==> config.mk <==
export PLATFORM = sky130hd
export DESIGN_NAME = control_unit
export DESIGN_NICKNAME = d
export VERILOG_FILES = /design/src/rtl/cpu_pkg.sv /design/src/rtl/instr_decoder.sv /design/src/rtl/control_unit.sv
export SDC_FILE = /design/constraint.sdc
export NUM_CORES = 1
export LEC_CHECK = 0
export BUFFER_PORTS_ARGS = -buffer_cell sky130_fd_sc_hd__clkbuf_2
export CAP_MARGIN = 5
export CORE_UTILIZATION = 47
export CTS_BUF_LIST = sky130_fd_sc_hd__clkbuf_8
export DETAILED_ROUTE_END_ITERATION = 6
export MAX_ROUTING_LAYER = met4
export PLACE_DENSITY = 0.83
export SLEW_MARGIN = 25
export SYNTH_ARGS = -nofsm -noshare
export SYNTH_HDL_FRONTEND = slang
export SYNTH_SLANG_ARGS = --single-unit
==> constraint.sdc <==
create_clock -name clk -period 1.9 [get_ports clk]
set_input_delay 0 -clock clk [delete_from_list [all_inputs] [get_ports clk]]
set_output_delay 0 -clock clk [all_outputs]
set_load 0.02 [all_outputs]
==> src/rtl/cpu_pkg.sv <==
// ----------------------------------------------------------------------------
// cpu_pkg
// Shared types and constants for the 12-bit CPU control path.
//   - Default widths for the program counter, instruction word and datapath.
//   - Bit positions of every instruction field.
//   - opcode_t, alu_op_t and state_t enumerations.
//   - op_is_legal(): true for opcodes the control unit can execute.
// ----------------------------------------------------------------------------
package cpu_pkg;

   localparam int DEF_PC_W    = 3;
   localparam int DEF_INSTR_W = 12;
   localparam int DEF_DATA_W  = 4;

   // Opcode field
   localparam int OP_HI      = 11;
   localparam int OP_LO      = 9;
   // LOAD destination / STORE source register and memory address
   localparam int LS_REG_HI  = 6;
   localparam int LS_REG_LO  = 4;
   localparam int LS_ADDR_HI = 3;
   localparam int LS_ADDR_LO = 0;
   // ALU format: destination, second source (ADDI source), first source (ADDI immediate)
   localparam int AL_RD_HI   = 8;
   localparam int AL_RD_LO   = 6;
   localparam int AL_RB_HI   = 5;
   localparam int AL_RB_LO   = 3;
   localparam int AL_RA_HI   = 2;
   localparam int AL_RA_LO   = 0;

   typedef enum logic [2:0] {
      OP_LOAD  = 3'b000,
      OP_STORE = 3'b001,
      OP_SUB   = 3'b010,
      OP_ADD   = 3'b011,
      OP_ILL4  = 3'b100,
      OP_ADDI  = 3'b101,
      OP_ILL6  = 3'b110,
      OP_JUMP  = 3'b111
   } opcode_t;

   typedef enum logic [1:0] {
      ALU_PASS_A    = 2'b00,
      ALU_ADD_A_B   = 2'b01,
      ALU_SUB_A_B   = 2'b10,
      ALU_ADD_A_IMM = 2'b11
   } alu_op_t;

   typedef enum logic [2:0] {
      ST_IDLE,
      ST_FETCH,
      ST_DECODE,
      ST_EXEC,
      ST_MEM,
      ST_HALT
   } state_t;

   function automatic logic op_is_legal(input opcode_t op);
      return (op != OP_ILL4) && (op != OP_ILL6);
   endfunction

endpackage

==> src/rtl/instr_decoder.sv <==
// ----------------------------------------------------------------------------
// instr_decoder
// Purely combinational: splits an instruction word into control fields.
// Fields an opcode does not use are driven to 0, so an all-zero word
// decodes to all-zero fields.
// Ports:
//   i_ir           in  INSTR_W  instruction word to decode
//   o_is_load      out 1        LOAD
//   o_is_store     out 1        STORE
//   o_is_alu       out 1        SUB / ADD / ADDI (register write-back)
//   o_is_jump      out 1        JUMP
//   o_is_illegal   out 1        unsupported opcode
//   o_rf_waddr     out 3        register-file write address
//   o_rf_raddr_a   out 3        register-file read port A address
//   o_rf_raddr_b   out 3        register-file read port B address
//   o_alu_op       out 2        ALU operation
//   o_imm          out DATA_W   zero-extended immediate
//   o_dmem_addr    out 4        data memory address
//   o_jump_target  out PC_W     jump destination
// ----------------------------------------------------------------------------
module instr_decoder
   import cpu_pkg::*;
#(
   parameter int PC_W    = DEF_PC_W,
   parameter int INSTR_W = DEF_INSTR_W,
   parameter int DATA_W  = DEF_DATA_W
) (
   input  logic [INSTR_W-1:0] i_ir,
   output logic               o_is_load,
   output logic               o_is_store,
   output logic               o_is_alu,
   output logic               o_is_jump,
   output logic               o_is_illegal,
   output logic [2:0]         o_rf_waddr,
   output logic [2:0]         o_rf_raddr_a,
   output logic [2:0]         o_rf_raddr_b,
   output alu_op_t            o_alu_op,
   output logic [DATA_W-1:0]  o_imm,
   output logic [3:0]         o_dmem_addr,
   output logic [PC_W-1:0]    o_jump_target
);

   opcode_t w_op;
   assign w_op = opcode_t'(i_ir[OP_HI:OP_LO]);

   always_comb begin
      // NOTE: every output gets a default before the case so no path leaves
      // one unassigned, which would otherwise infer a latch.
      o_is_load     = 1'b0;
      o_is_store    = 1'b0;
      o_is_alu      = 1'b0;
      o_is_jump     = 1'b0;
      o_is_illegal  = !op_is_legal(w_op);
      o_rf_waddr    = '0;
      o_rf_raddr_a  = '0;
      o_rf_raddr_b  = '0;
      o_alu_op      = ALU_PASS_A;
      o_imm         = '0;
      o_dmem_addr   = '0;
      o_jump_target = '0;
      case (w_op)
         OP_LOAD: begin
            o_is_load   = 1'b1;
            o_rf_waddr  = i_ir[LS_REG_HI:LS_REG_LO];
            o_dmem_addr = i_ir[LS_ADDR_HI:LS_ADDR_LO];
         end
         OP_STORE: begin
            // Store data comes from RF port A.
            o_is_store   = 1'b1;
            o_rf_raddr_a = i_ir[LS_REG_HI:LS_REG_LO];
            o_dmem_addr  = i_ir[LS_ADDR_HI:LS_ADDR_LO];
         end
         OP_SUB, OP_ADD: begin
            o_is_alu     = 1'b1;
            o_rf_waddr   = i_ir[AL_RD_HI:AL_RD_LO];
            o_rf_raddr_a = i_ir[AL_RA_HI:AL_RA_LO];
            o_rf_raddr_b = i_ir[AL_RB_HI:AL_RB_LO];
            o_alu_op     = (w_op == OP_SUB) ? ALU_SUB_A_B : ALU_ADD_A_B;
         end
         OP_ADDI: begin
            // The single source register is presented on both read ports so
            // the ALU finds it whichever operand it adds the immediate to.
            o_is_alu     = 1'b1;
            o_rf_waddr   = i_ir[AL_RD_HI:AL_RD_LO];
            o_rf_raddr_a = i_ir[AL_RB_HI:AL_RB_LO];
            o_rf_raddr_b = i_ir[AL_RB_HI:AL_RB_LO];
            o_imm        = DATA_W'(i_ir[AL_RA_HI:AL_RA_LO]);
            o_alu_op     = ALU_ADD_A_IMM;
         end
         OP_JUMP: begin
            o_is_jump     = 1'b1;
            o_jump_target = i_ir[PC_W-1:0];
         end
         default: ;
      endcase
   end

endmodule

==> src/rtl/control_unit.sv <==
// ----------------------------------------------------------------------------
// control_unit
// Multi-cycle fetch/decode/execute sequencer for the 12-bit CPU. Owns the
// program counter and instruction register and issues one-cycle strobes to
// the register file, ALU and data memory.
// Configuration macro: ILLEGAL_HALT_EN -- when defined, an illegal opcode
// stops the machine in HALT (left only by reset); otherwise it runs as a NOP.
// Ports:
//   clk, rst_n       clock, asynchronous active-low reset
//   run              1 = keep executing, 0 = stop at next instruction boundary
//   instruction      instruction-memory read data (valid the cycle after pc)
//   pc               fetch address
//   rf_we, rf_waddr, rf_raddr_a, rf_raddr_b   register-file control
//   wb_sel           write-back source: 0 = ALU, 1 = data memory
//   alu_op, imm      ALU operation and zero-extended immediate
//   dmem_addr, dmem_re, dmem_we               data-memory control
//   busy             1 outside IDLE/HALT
//   illegal          sticky illegal-opcode flag
// ----------------------------------------------------------------------------
module control_unit
   import cpu_pkg::*;
#(
   parameter int PC_W    = DEF_PC_W,
   parameter int INSTR_W = DEF_INSTR_W,
   parameter int DATA_W  = DEF_DATA_W
) (
   input  logic               clk,
   input  logic               rst_n,
   input  logic               run,
   input  logic [INSTR_W-1:0] instruction,
   output logic [PC_W-1:0]    pc,
   output logic               rf_we,
   output logic [2:0]         rf_waddr,
   output logic [2:0]         rf_raddr_a,
   output logic [2:0]         rf_raddr_b,
   output logic               wb_sel,
   output logic [1:0]         alu_op,
   output logic [DATA_W-1:0]  imm,
   output logic [3:0]         dmem_addr,
   output logic               dmem_re,
   output logic               dmem_we,
   output logic               busy,
   output logic               illegal
);

   state_t             r_state;
   logic [PC_W-1:0]    r_pc;
   logic [INSTR_W-1:0] r_ir;
   logic               r_rf_we;
   logic               r_wb_sel;
   logic               r_dmem_re;
   logic               r_dmem_we;
   logic               r_busy;
   logic               r_illegal;

   logic [INSTR_W-1:0] w_ir_dec;
   logic               w_is_load;
   logic               w_is_store;
   logic               w_is_alu;
   logic               w_is_jump;
   logic               w_is_illegal;
   alu_op_t            w_alu_op;
   logic [PC_W-1:0]    w_jump_target;

   // During DECODE the decoder looks at the word arriving from memory so the
   // EXEC strobes can be registered on the same edge that loads the IR.
   // No strobe is active in DECODE, so the early field values are harmless.
   assign w_ir_dec = (r_state == ST_DECODE) ? instruction : r_ir;

   instr_decoder #(
      .PC_W    (PC_W),
      .INSTR_W (INSTR_W),
      .DATA_W  (DATA_W)
   ) u_decoder (
      .i_ir          (w_ir_dec),
      .o_is_load     (w_is_load),
      .o_is_store    (w_is_store),
      .o_is_alu      (w_is_alu),
      .o_is_jump     (w_is_jump),
      .o_is_illegal  (w_is_illegal),
      .o_rf_waddr    (rf_waddr),
      .o_rf_raddr_a  (rf_raddr_a),
      .o_rf_raddr_b  (rf_raddr_b),
      .o_alu_op      (w_alu_op),
      .o_imm         (imm),
      .o_dmem_addr   (dmem_addr),
      .o_jump_target (w_jump_target)
   );

   always_ff @(posedge clk or negedge rst_n) begin
      if (!rst_n) begin
         r_state   <= ST_IDLE;
         r_pc      <= '0;
         r_ir      <= '0;
         r_rf_we   <= 1'b0;
         r_wb_sel  <= 1'b0;
         r_dmem_re <= 1'b0;
         r_dmem_we <= 1'b0;
         r_busy    <= 1'b0;
         r_illegal <= 1'b0;
      end else begin
         // NOTE: non-blocking assignments throughout, so every branch sees the
         // pre-edge register values. Strobes default low: each lasts one cycle.
         r_rf_we   <= 1'b0;
         r_wb_sel  <= 1'b0;
         r_dmem_re <= 1'b0;
         r_dmem_we <= 1'b0;
         case (r_state)
            ST_IDLE: begin
               if (run) begin
                  r_state <= ST_FETCH;
                  r_busy  <= 1'b1;
               end
            end
            ST_FETCH: r_state <= ST_DECODE;
            ST_DECODE: begin
               r_ir      <= instruction;
               r_rf_we   <= w_is_alu;
               r_dmem_we <= w_is_store;
               r_dmem_re <= w_is_load;
               if (w_is_illegal) r_illegal <= 1'b1;
               r_state   <= ST_EXEC;
            end
            ST_EXEC, ST_MEM: begin
               if (r_state == ST_EXEC && w_is_load) begin
                  r_rf_we  <= 1'b1;
                  r_wb_sel <= 1'b1;
                  r_state  <= ST_MEM;
               end
`ifdef ILLEGAL_HALT_EN
               else if (w_is_illegal) begin
                  r_state <= ST_HALT;
                  r_busy  <= 1'b0;
               end
`endif
               else begin
                  // Final cycle: advance pc and sample run at the boundary.
                  r_pc    <= w_is_jump ? w_jump_target : r_pc + PC_W'(1);
                  r_state <= run ? ST_FETCH : ST_IDLE;
                  r_busy  <= run;
               end
            end
            ST_HALT: r_state <= ST_HALT;
            default: begin
               r_state <= ST_IDLE;
               r_busy  <= 1'b0;
            end
         endcase
      end
   end

   assign pc      = r_pc;
   assign rf_we   = r_rf_we;
   assign wb_sel  = r_wb_sel;
   assign alu_op  = w_alu_op;
   assign dmem_re = r_dmem_re;
   assign dmem_we = r_dmem_we;
   assign busy    = r_busy;
   assign illegal = r_illegal;

endmodule
After elaboration in Yosys (flattened, before gate mapping)
Cells that the tools add are included.
{"block": "word_totals", "inputBits": 15, "register_bits": 24, "word_cells": 65}
{"block": "classes", "reduce_logical": 12, "bitwise": 3, "n_eq_ne": 14, "muxes": 26, "add_sub_neg": 1}
{"cell": "3-bit 2-to-1 mux", "n": 6}
{"cell": "3-bit one-hot mux with 5 select lines", "n": 1}
{"cell": "3-bit by 2-bit equality test with 1-bit output (second input constant)", "n": 4}
{"cell": "3-bit equality test (second input constant)", "n": 4}
{"cell": "12-bit 2-to-1 mux", "n": 1}
{"cell": "1-bit 2-to-1 mux", "n": 11}
{"cell": "3-bit one-hot mux with 3 select lines", "n": 1}
{"cell": "3-bit by 1-bit equality test with 1-bit output (second input constant)", "n": 2}
{"cell": "3-bit logical NOT", "n": 2}
{"cell": "3-bit inequality test (second input constant)", "n": 2}
{"cell": "3-bit one-hot mux with 2 select lines", "n": 1}
{"cell": "2-bit OR reduction", "n": 3}
{"cell": "3-bit OR reduction", "n": 2}
{"cell": "4-bit 2-to-1 mux", "n": 1}
{"cell": "2-bit inequality test (second input constant)", "n": 2}
{"cell": "2-bit one-hot mux with 2 select lines", "n": 1}
{"cell": "2-bit AND reduction", "n": 2}
{"cell": "3-bit by 1-bit adder with 3-bit output (second input constant)", "n": 1}
{"cell": "1-bit inverter", "n": 3}
{"cell": "1-bit one-hot mux with 3 select lines", "n": 1}
{"cell": "3-bit AND reduction", "n": 1}
{"cell": "1-bit logical AND", "n": 2}
{"cell": "2-bit 2-to-1 mux", "n": 1}
{"cell": "1-bit one-hot mux with 2 select lines", "n": 1}

Logic depth before layout (Yosys ltp)
Gate-level depths: netlist (run 1).
{"block": "logic_depth", "ltp_word": 7, "ltp_mapped": 7, "mapped_depth_nobuf": 5}

Cells and area by module
A second synthesis (run 1) with hierarchy kept.
{"block": "unflattened", "cells_unflattened": 125, "hier_area_um2": 1481.4}
{"module": "control_unit", "cells_each": 77, "seq_area_each_um2": 600.6, "instances": 1, "area_each_um2": 1083.5}
{"module": "instr_decoder", "cells_each": 48, "seq_area_each_um2": 0.0, "instances": 1, "area_each_um2": 397.9}

Least setup slack after synthesis (run 1)
No wires, ideal clock.
{"block": "synth_path", "path_type": "reg2out", "startpoint": "register r_state[1]", "endpoint": "output port alu_op[1]", "stages_incl_launch_ff": 7, "n_path_buf": 2, "setup_slack_ns": -0.090, "t_arrival_ns": 1.990, "cell_sequence": "dfrtp_1 -> buf_6 -> or3b_1 -> buf_2 -> mux2_4 -> or2_4 -> o21ai_0"}
{"block": "synth_via", "elab_chain_len": 5, "elab_cells_between_ends": 8, "cone_classes": "eq/ne (4); mux (3); reduce/logical (1)"}
{"item": "start: declaration", "line_no": "control_unit.sv:46", "text": "state_t r_state;"}
{"item": "start signal: assignment", "line_no": "control_unit.sv:139", "text": "r_state <= run ? ST_FETCH : ST_IDLE;"}
{"item": "3-bit by 2-bit equality test with 1-bit output (*)", "line_no": "control_unit.sv:68", "text": "assign w_ir_dec = (r_state == ST_DECODE) ? instruction : r_ir;"}
{"item": "12-bit 2-to-1 mux (*)"}
{"item": "via u_decoder.i_ir[11]", "line_no": "instr_decoder.sv:28", "text": "input logic [INSTR_W-1:0] i_ir,"}
{"item": "3-bit by 2-bit equality test with 1-bit output, on equally long branches", "line_no": "instr_decoder.sv:61, instr_decoder.sv:78"}
{"item": "2-bit 2-to-1 mux / 2-bit OR reduction (equally long branches)"}
{"item": "2-bit one-hot mux with 2 select lines (*)", "line_no": "instr_decoder.sv:61", "text": "case (w_op)"}
{"item": "end: declaration", "line_no": "control_unit.sv:37", "text": "output logic [1:0] alu_op,"}
The timed path passes the listed nets; every way through them passes the cells marked *.

Final worst setup path (run 1)
{"block": "layout_path", "startpoint": "register r_state[2]", "endpoint": "output port rf_raddr_a[2]"}
{"block": "layout_via", "elab_chain_len": 5, "elab_cells_between_ends": 8, "cone_classes": "eq/ne (5); mux (2); reduce/logical (1)"}
{"item": "3-bit by 2-bit equality test with 1-bit output (*)", "line_no": "control_unit.sv:68"}
{"item": "12-bit 2-to-1 mux (*)"}
{"item": "via u_decoder.i_ir[11]", "line_no": "instr_decoder.sv:28"}
{"item": "3-bit by 2-bit equality test with 1-bit output", "line_no": "instr_decoder.sv:61"}
{"item": "2-bit OR reduction"}
{"item": "3-bit one-hot mux with 3 select lines (*)", "line_no": "instr_decoder.sv:61"}
{"item": "end: declaration", "line_no": "control_unit.sv:34", "text": "output logic [2:0] rf_raddr_a,"}
Marked as above.

==> results of run 1 <==
[final cells by class]
type                            count  area share, %
Inverter                           13           2.63
Timing Repair Buffer               61           21.3
Clock buffer                        4           2.96
Tap cell                           30           2.02
Sequential cell                    24           32.3
Multi-Input combinational cell     97           38.7
[what timing repair did]
item,in CTS,in global routing
hold endpoints to repair,26,0
setup buffers,2,4
setup endpoints to repair,13,15
gates resized for setup,14,19
pin swaps,1,4
hold buffers,3,0
[synth_stat cells]
cell type,count
sky130_fd_sc_hd__nor2b_1,1
sky130_fd_sc_hd__a211oi_1,1
sky130_fd_sc_hd__o21ai_1,1
sky130_fd_sc_hd__conb_1,1
sky130_fd_sc_hd__nor3_1,3
sky130_fd_sc_hd__a311oi_1,1
sky130_fd_sc_hd__and3_1,3
sky130_fd_sc_hd__o21a_1,1
sky130_fd_sc_hd__a21oi_1,6
sky130_fd_sc_hd__mux2_4,1
sky130_fd_sc_hd__xnor2_1,1
sky130_fd_sc_hd__o211ai_1,2
sky130_fd_sc_hd__mux2_2,1
sky130_fd_sc_hd__inv_1,13
sky130_fd_sc_hd__o32ai_1,2
sky130_fd_sc_hd__nor3b_1,2
sky130_fd_sc_hd__a22oi_1,1
sky130_fd_sc_hd__or2_4,1
sky130_fd_sc_hd__or3_1,1
sky130_fd_sc_hd__nor2_1,20
sky130_fd_sc_hd__buf_6,1
sky130_fd_sc_hd__a31o_2,1
sky130_fd_sc_hd__buf_2,2
sky130_fd_sc_hd__clkbuf_1,1
sky130_fd_sc_hd__nand2b_1,6
sky130_fd_sc_hd__dfrtp_1,24
sky130_fd_sc_hd__nand2_1,5
sky130_fd_sc_hd__o21ai_0,4
sky130_fd_sc_hd__or3b_1,1
sky130_fd_sc_hd__a22o_1,1
sky130_fd_sc_hd__mux2i_1,17
sky130_fd_sc_hd__buf_4,3
sky130_fd_sc_hd__o22ai_1,6
sky130_fd_sc_hd__ha_1,1
sky130_fd_sc_hd__or2b_1,1
sky130_fd_sc_hd__nand3_1,4
[cells by family (layout without fill, tap and decap cells)]
kind of cell | after synthesis | in the layout | synth area share [%]
AO/OA/AOI/OAI | 27 | 27 | 13.1
buffers and inverters | 20 | 78 | 7.24
AND/OR/NAND/NOR | 48 | 48 | 17.9
flip-flops | 24 | 24 | 45.2
adder cells (fa/ha/maj) | 1 | 1 | 0.941
XOR/XNOR | 1 | 1 | 0.659
multiplexers | 19 | 19 | 14.8
other | 1 | 1 | 0.282
[worst min-delay path, delay by kind of cell]
| kind | cells | cell delay, ns |
|---|---|---|
| buf+inv | 2 | 0.16 |
| mux | 1 | 0.10 |
[power breakdown]
part           switching [uW]  internal (uW)  total, uW
registers                 180            741        921
logic                    1620           1270       2900
clock network             176            186        362
[flip-flops by register name, indices dropped and copies added (netlist names)]
signal / flops
r_state: 3
rf_we: 1
busy: 1
dmem_re: 1
pc: 3
illegal: 1
dmem_we: 1
r_ir: 12
wb_sel: 1
[path summary, 6_finish.rpt]
check	start	endpoint	depth (start not counted)
setup / recovery	r_state[2]	rf_raddr_a[2]	5
hold / removal	instruction[0]	r_ir[0]	3
setup reg to reg	r_state[0]	pc[2]	6
hold reg to reg	r_ir[8]	r_ir[8]	2
max in group asynchronous	rst_n	r_ir[0]	2
min in group asynchronous	rst_n	r_ir[7]	2
[stage by stage]
step           setup WS [ns]  total power [uW]  instance area (sq um)  hold WS, ns
2_1_floorplan         0.0108              2530                   1330       -0.296
3_3_place_gp           0.130              3160                   1610       0.0246
3_5_place_dp          0.0573              3250                   1610       0.0348
4_1_cts               -0.145              3830                   1770      0.00304
5_1_grt               -0.268              4420                   1860       0.0233
6_report              -0.225              4180                   1860       0.0122
[layer usage]
| metal | part of all wire [%] | GRT usage, % | wire (um) |
|---|---|---|---|
| met3 | 6.1 | 4.92 | 223 |
| met4 | 1.2 | 10.8 | 45 |
| met1 | 41 | 29.4 | 1510 |
| met2 | 51 | 41.8 | 1860 |
| met5 | 0 | - | 0 |
==> out/results.ini, run 1 <==
[status]
status = complete, but fails checks
violations = setup timing

[routing]
routed_wl_um = 3630
dr_total_vias = 1250
viasPerCell = 5.46
detail_route.wl_per_cell_um = 15.8
detail_route.first_pass.iterations = 4
detail_route.drc_violations = 0
drt.antenna.violating_nets = 0
dr.first_iter.drc_count = 37

[global_route]
grt_max_degree = 25
grt_pass1_wl_um = 5030
grt_pass1_vias = 1109
global_route.overflow_total = 0
grt_antenna_before_repair = 0
grt_usage_pct = 25.1

[power]
leakage_uw = 0.000935
pwr_density_cell_nw_per_um2 = 2250
ir_worst_vdd_uv = 1850

[cts]
cts-root-buf = sky130_fd_sc_hd__clkbuf_8
htree_num_levels = 1
cts_max_path_buffers = 2
cts_tree = done
clock_latency_ns = 0.28
cts_sink_count = 24
number_of_buffers_created_by_cts = 3
clkTransAtPathRegs_ns = 0.09

[yosys]
sequential_to_total_area_share_from_yosys_stat_pct = 45.2
syn_area_per_cell_sq_um = 9.43
synth.area.top_cells = sky130_fd_sc_hd__dfrtp_1, sky130_fd_sc_hd__mux2i_1, sky130_fd_sc_hd__nor2_1
synthesis.area_sq_um = 1330
syn_nets = 157
yosys_warnings = 0
post-synth-top-area-fraction_pct = 45.2
postSynthCellCount = 141
yosys_register_bits = 24
synth_top_cell_by_area = sky130_fd_sc_hd__dfrtp_1
synth_cell_types = 36

[worst_setup_path]
worst_path_max_delay_cell = sky130_fd_sc_hd__or3b_4
crit_required_ns = 1.90
rrSetupSlack_ns = 0.07
critical_path.max_fanout = 4
critical_path.n_buffers_inverters = 1
worstSetupPathType = reg -> out
crit_path_launch_type = flop
worst_path_largest_cell_delay_ns = 0.45
worstSetupEndpointType = output pin
crit_family = simple AND/OR/NAND/NOR gates
crit_arrival_ns = 2.13
timing.critical_path.cells = or3b_4, mux2_4, or2_4, o22ai_2, clkbuf_8

[die]
die_width_um = 55.2
fp.coreArea_sq_um = 2570
floorplan.die_area_sq_um = 3050
initial_utilization_pct = 51.8
std_cell_rows = 18
chipHeight_um = 55.2
num_io_pins = 43

[timing]
timing.setup.tns_ns = -1.19
setup_viol = 10
rsz_0062_raised_after_global_routing = yes
report.final.slew_viol_count = 0
clock.fmax_ghz = 0.470
timing.final.crit_period_ns = 2.13
period_share_pct = 112
finalClockSkew_ns = 0.00207
relative_slew_margins_pct = 59.8
worst_pin_slew_ns = 0.604
finalHoldViolCount = 0
worst_setup_slack_final_ns = -0.225

[layout]
area_delta_synth_final_pct = 39.6
nets = 216
layout.filler_cells = 189
most-common-layout-cells = sky130_fd_sc_hd__clkbuf_2, sky130_fd_sc_hd__dfrtp_1, sky130_fd_sc_hd__nor2_1, sky130_fd_sc_hd__buf_4, sky130_fd_sc_hd__inv_1
multiInputGateArea_sq_um = 719
post-route-util_pct = 72.3
layout_commonest_cell = sky130_fd_sc_hd__clkbuf_2
final_layout_size_suffix_gt1_share_pct = 42.2
storage_element_area_sq_um = 601
post_layout_nonfiller_instances = 229
antenna_cells_inserted = 0

[flow_run]
drv_cap = 0

[placed_design]
placed_cells_incl_taps = 216
post-dp-hpwl_um = 2220
port_buffer_count = 41
gp_congestion = 0.860

[worst_hold_path]
hp-class = in -> reg

No activity file was read; power rests on OpenSTA's default activity.
==> run 2, diff against run 1 <==
- CORE_MARGIN: unset -> 3
==> run 2 against run 1 <==
The run still ends with setup timing left. Sequential power increased by 5.3%. Count of clock-buffer cells in the layout decreased by 1. Clock skew increased by 0.00054 ns. Critical path type unchanged. Largest power group unchanged.
==> out/results.ini, run 2 (same netlist as run 1, synthesis figures left out) <==
[timing]
report.final.slew_viol_count = 0
timing.final.crit_period_ns = 2.05
finalHoldViolCount = 0
clock.fmax_ghz = 0.487
period_share_pct = 108
hold-worst-slack_ns = 0.00856
worst_pin_slew_ns = 0.602
setup_viol = 15
relative_slew_margins_pct = 59.9
timing.setup.tns_ns = -1.12
finalClockSkew_ns = 0.00261
worst_setup_slack_final_ns = -0.152
rsz_0062_raised_after_global_routing = yes

[worst_setup_path]
critical_path.n_buffers_inverters = 4
critical_path.max_fanout = 5
critical_path.reg2reg.startpoint = r_state[0]
rrSetupSlack_ns = 0.07
crit_path_launch_type = flop
worstSetupPathType = reg -> out
crit_family = buffers and inverters
worst_path_largest_cell_delay_ns = 0.40
crit_required_ns = 1.90
r2r.worst_path.cells = 7
worst_path_max_delay_cell = sky130_fd_sc_hd__dfrtp_1
reg_to_reg_end = pc[2]
timing.critical_path.cells = buf_6, nor3b_4, buf_12, mux2i_4, inv_2, mux2i_2, o22ai_1, buf_4
worstSetupEndpointType = output pin
crit_arrival_ns = 2.05

[global_route]
grt_antenna_before_repair = 0
grt_usage_pct = 23.5
grt_pass1_wl_um = 6040
global_route.overflow_total = 0
grt_max_degree = 25
grt_pass1_vias = 1295

[power]
switching_share_pct = 45.9
share_of_total_power_in_the_clock_network_pct = 6.5
seqPwrFrac_pct = 20.6
ir_worst_vdd_uv = 1890
switchingPower_uw = 2160
p_int_uw = 2540
leakage_uw = 0.000988
p_comb_share_pct = 72.8
pwr_density_cell_nw_per_um2 = 2280

[die]
floorplan.die_area_sq_um = 3500
fp.coreArea_sq_um = 2590
initial_utilization_pct = 51.4
std_cell_rows = 18
die_width_um = 59.2
chipHeight_um = 59.2
num_io_pins = 43

[routing]
drt.antenna.violating_nets = 0
dr_total_vias = 1345
detail_route.wl_per_cell_um = 17.6
routed_wl_um = 4160
dr.first_iter.drc_count = 46
viasPerCell = 5.70
detail_route.first_pass.iterations = 4
detail_route.drc_violations = 0

[layout]
nets = 224
area_delta_synth_final_pct = 55.1
largest-register = r_ir
layout.filler_cells = 125
final_layout_size_suffix_gt1_share_pct = 47.6
storage_element_area_sq_um = 601
antenna_cells_inserted = 0
most-common-layout-cells = sky130_fd_sc_hd__buf_4, sky130_fd_sc_hd__dfrtp_1, sky130_fd_sc_hd__clkbuf_2, sky130_fd_sc_hd__nor2_1, sky130_fd_sc_hd__inv_1
multiInputGateArea_sq_um = 828
largest_register_ffs = 12
layout_commonest_cell = sky130_fd_sc_hd__buf_4

[status]
status = complete, but fails checks
violations = setup timing

[cts]
clock_latency_ns = 0.27
cts_tree = done
clkTransAtPathRegs_ns = 0.08
htree_num_levels = 1
cts_sink_count = 24
number_of_buffers_created_by_cts = 3
cts-root-buf = sky130_fd_sc_hd__clkbuf_8
cts_max_path_buffers = 2

[placed_design]
post-dp-hpwl_um = 2390
port_buffer_count = 41
gp_congestion = 0.951

[flow_run]
drv_cap = 0

[worst_hold_path]
worst_hold_launch = instruction[3]
holdPathStages = 3
hp-class = in -> reg
hold_end = r_ir[3]

[run 2: changes by cell type in the layout (fill, tap and decap cells not counted), sizes merged]
cell,change
clkbuf,-13
buf,+20
[run 2: worst register-to-register path: stages, from the launching register on]
cell and delay, ns:
sky130_fd_sc_hd__dfrtp_1 0.40, sky130_fd_sc_hd__buf_6 0.13, sky130_fd_sc_hd__nor3b_4 0.28, sky130_fd_sc_hd__buf_6 0.24, sky130_fd_sc_hd__mux2i_1 0.21, sky130_fd_sc_hd__buf_4 0.16
sky130_fd_sc_hd__o21ai_0 0.07, sky130_fd_sc_hd__a22o_1 0.22
[run 2: layout make-up]
| class | instances | area share, % |
|---|---|---|
| sequential | 24 | 29.1 |
| clock buffer | 3 | 2.00 |
| timing repair buffer | 69 | 24.6 |
| tap | 30 | 1.82 |
| multi-input combinational | 97 | 40.1 |
| inverter | 13 | 2.37 |
[run 2: power by group through the flow]
stage	logic [uW]	clock network (uW)	registers, uW
detailed placement	2370	0	893
CTS	2920	305	915
global placement	2310	0	880
global route	3610	330	1000
floorplan	1590	0	934
finish	3420	307	970
[run 2: per-layer routing]
layer  routed length, um  global-route usage (%)  vias to the layer above
li1                    -                       -                      626
met2                2110                    38.1                       59
met1                1760                    30.4                      654
met3                 224                    3.05                        6
met5                   0                       -                        -
met4                  61                    7.77                        0
[run 2: worst max-delay path by stage]
stage | cells after the start | slack [ns] | endpoint | from
6_report | 8 | -0.15 | rf_raddr_a[0] | r_state[0]
3_3_place_gp | 8 | 0.15 | rf_raddr_a[2] | r_state[2]
2_1_floorplan | 6 | 0.01 | rf_raddr_a[2] | r_state[1]
5_1_grt | 8 | -0.23 | rf_raddr_a[0] | r_state[0]
3_5_place_dp | 7 | 0.08 | pc[1] | r_state[2]
4_1_cts | 8 | -0.10 | rf_raddr_a[0] | r_state[2]
[run 2: metrics by stage]
step	total power, uW	cells	cell area, sq um	utilization, %	setup WS [ns]
finish	4700	236	2060	79.7	-0.152
global placement	3190	215	1620	62.5	0.150
CTS	4140	226	1900	73.3	-0.104
detailed placement	3270	215	1620	62.5	0.0797
global route	4940	236	2060	79.7	-0.230
floorplan	2530	141	1330	-	0.0108
[run 2: timing repair]
| item | 4_1_cts | 5_1_grt |
|---|---|---|
| hold buffers | 3 | 0 |
| pin swaps | 1 | 12 |
| setup buffers | 3 | 12 |
| endpoints found under the setup margin | 17 | 21 |
| endpoints found under the hold margin | 26 | 0 |
| gates cloned | 2 | 0 |
| resized for setup | 32 | 46 |
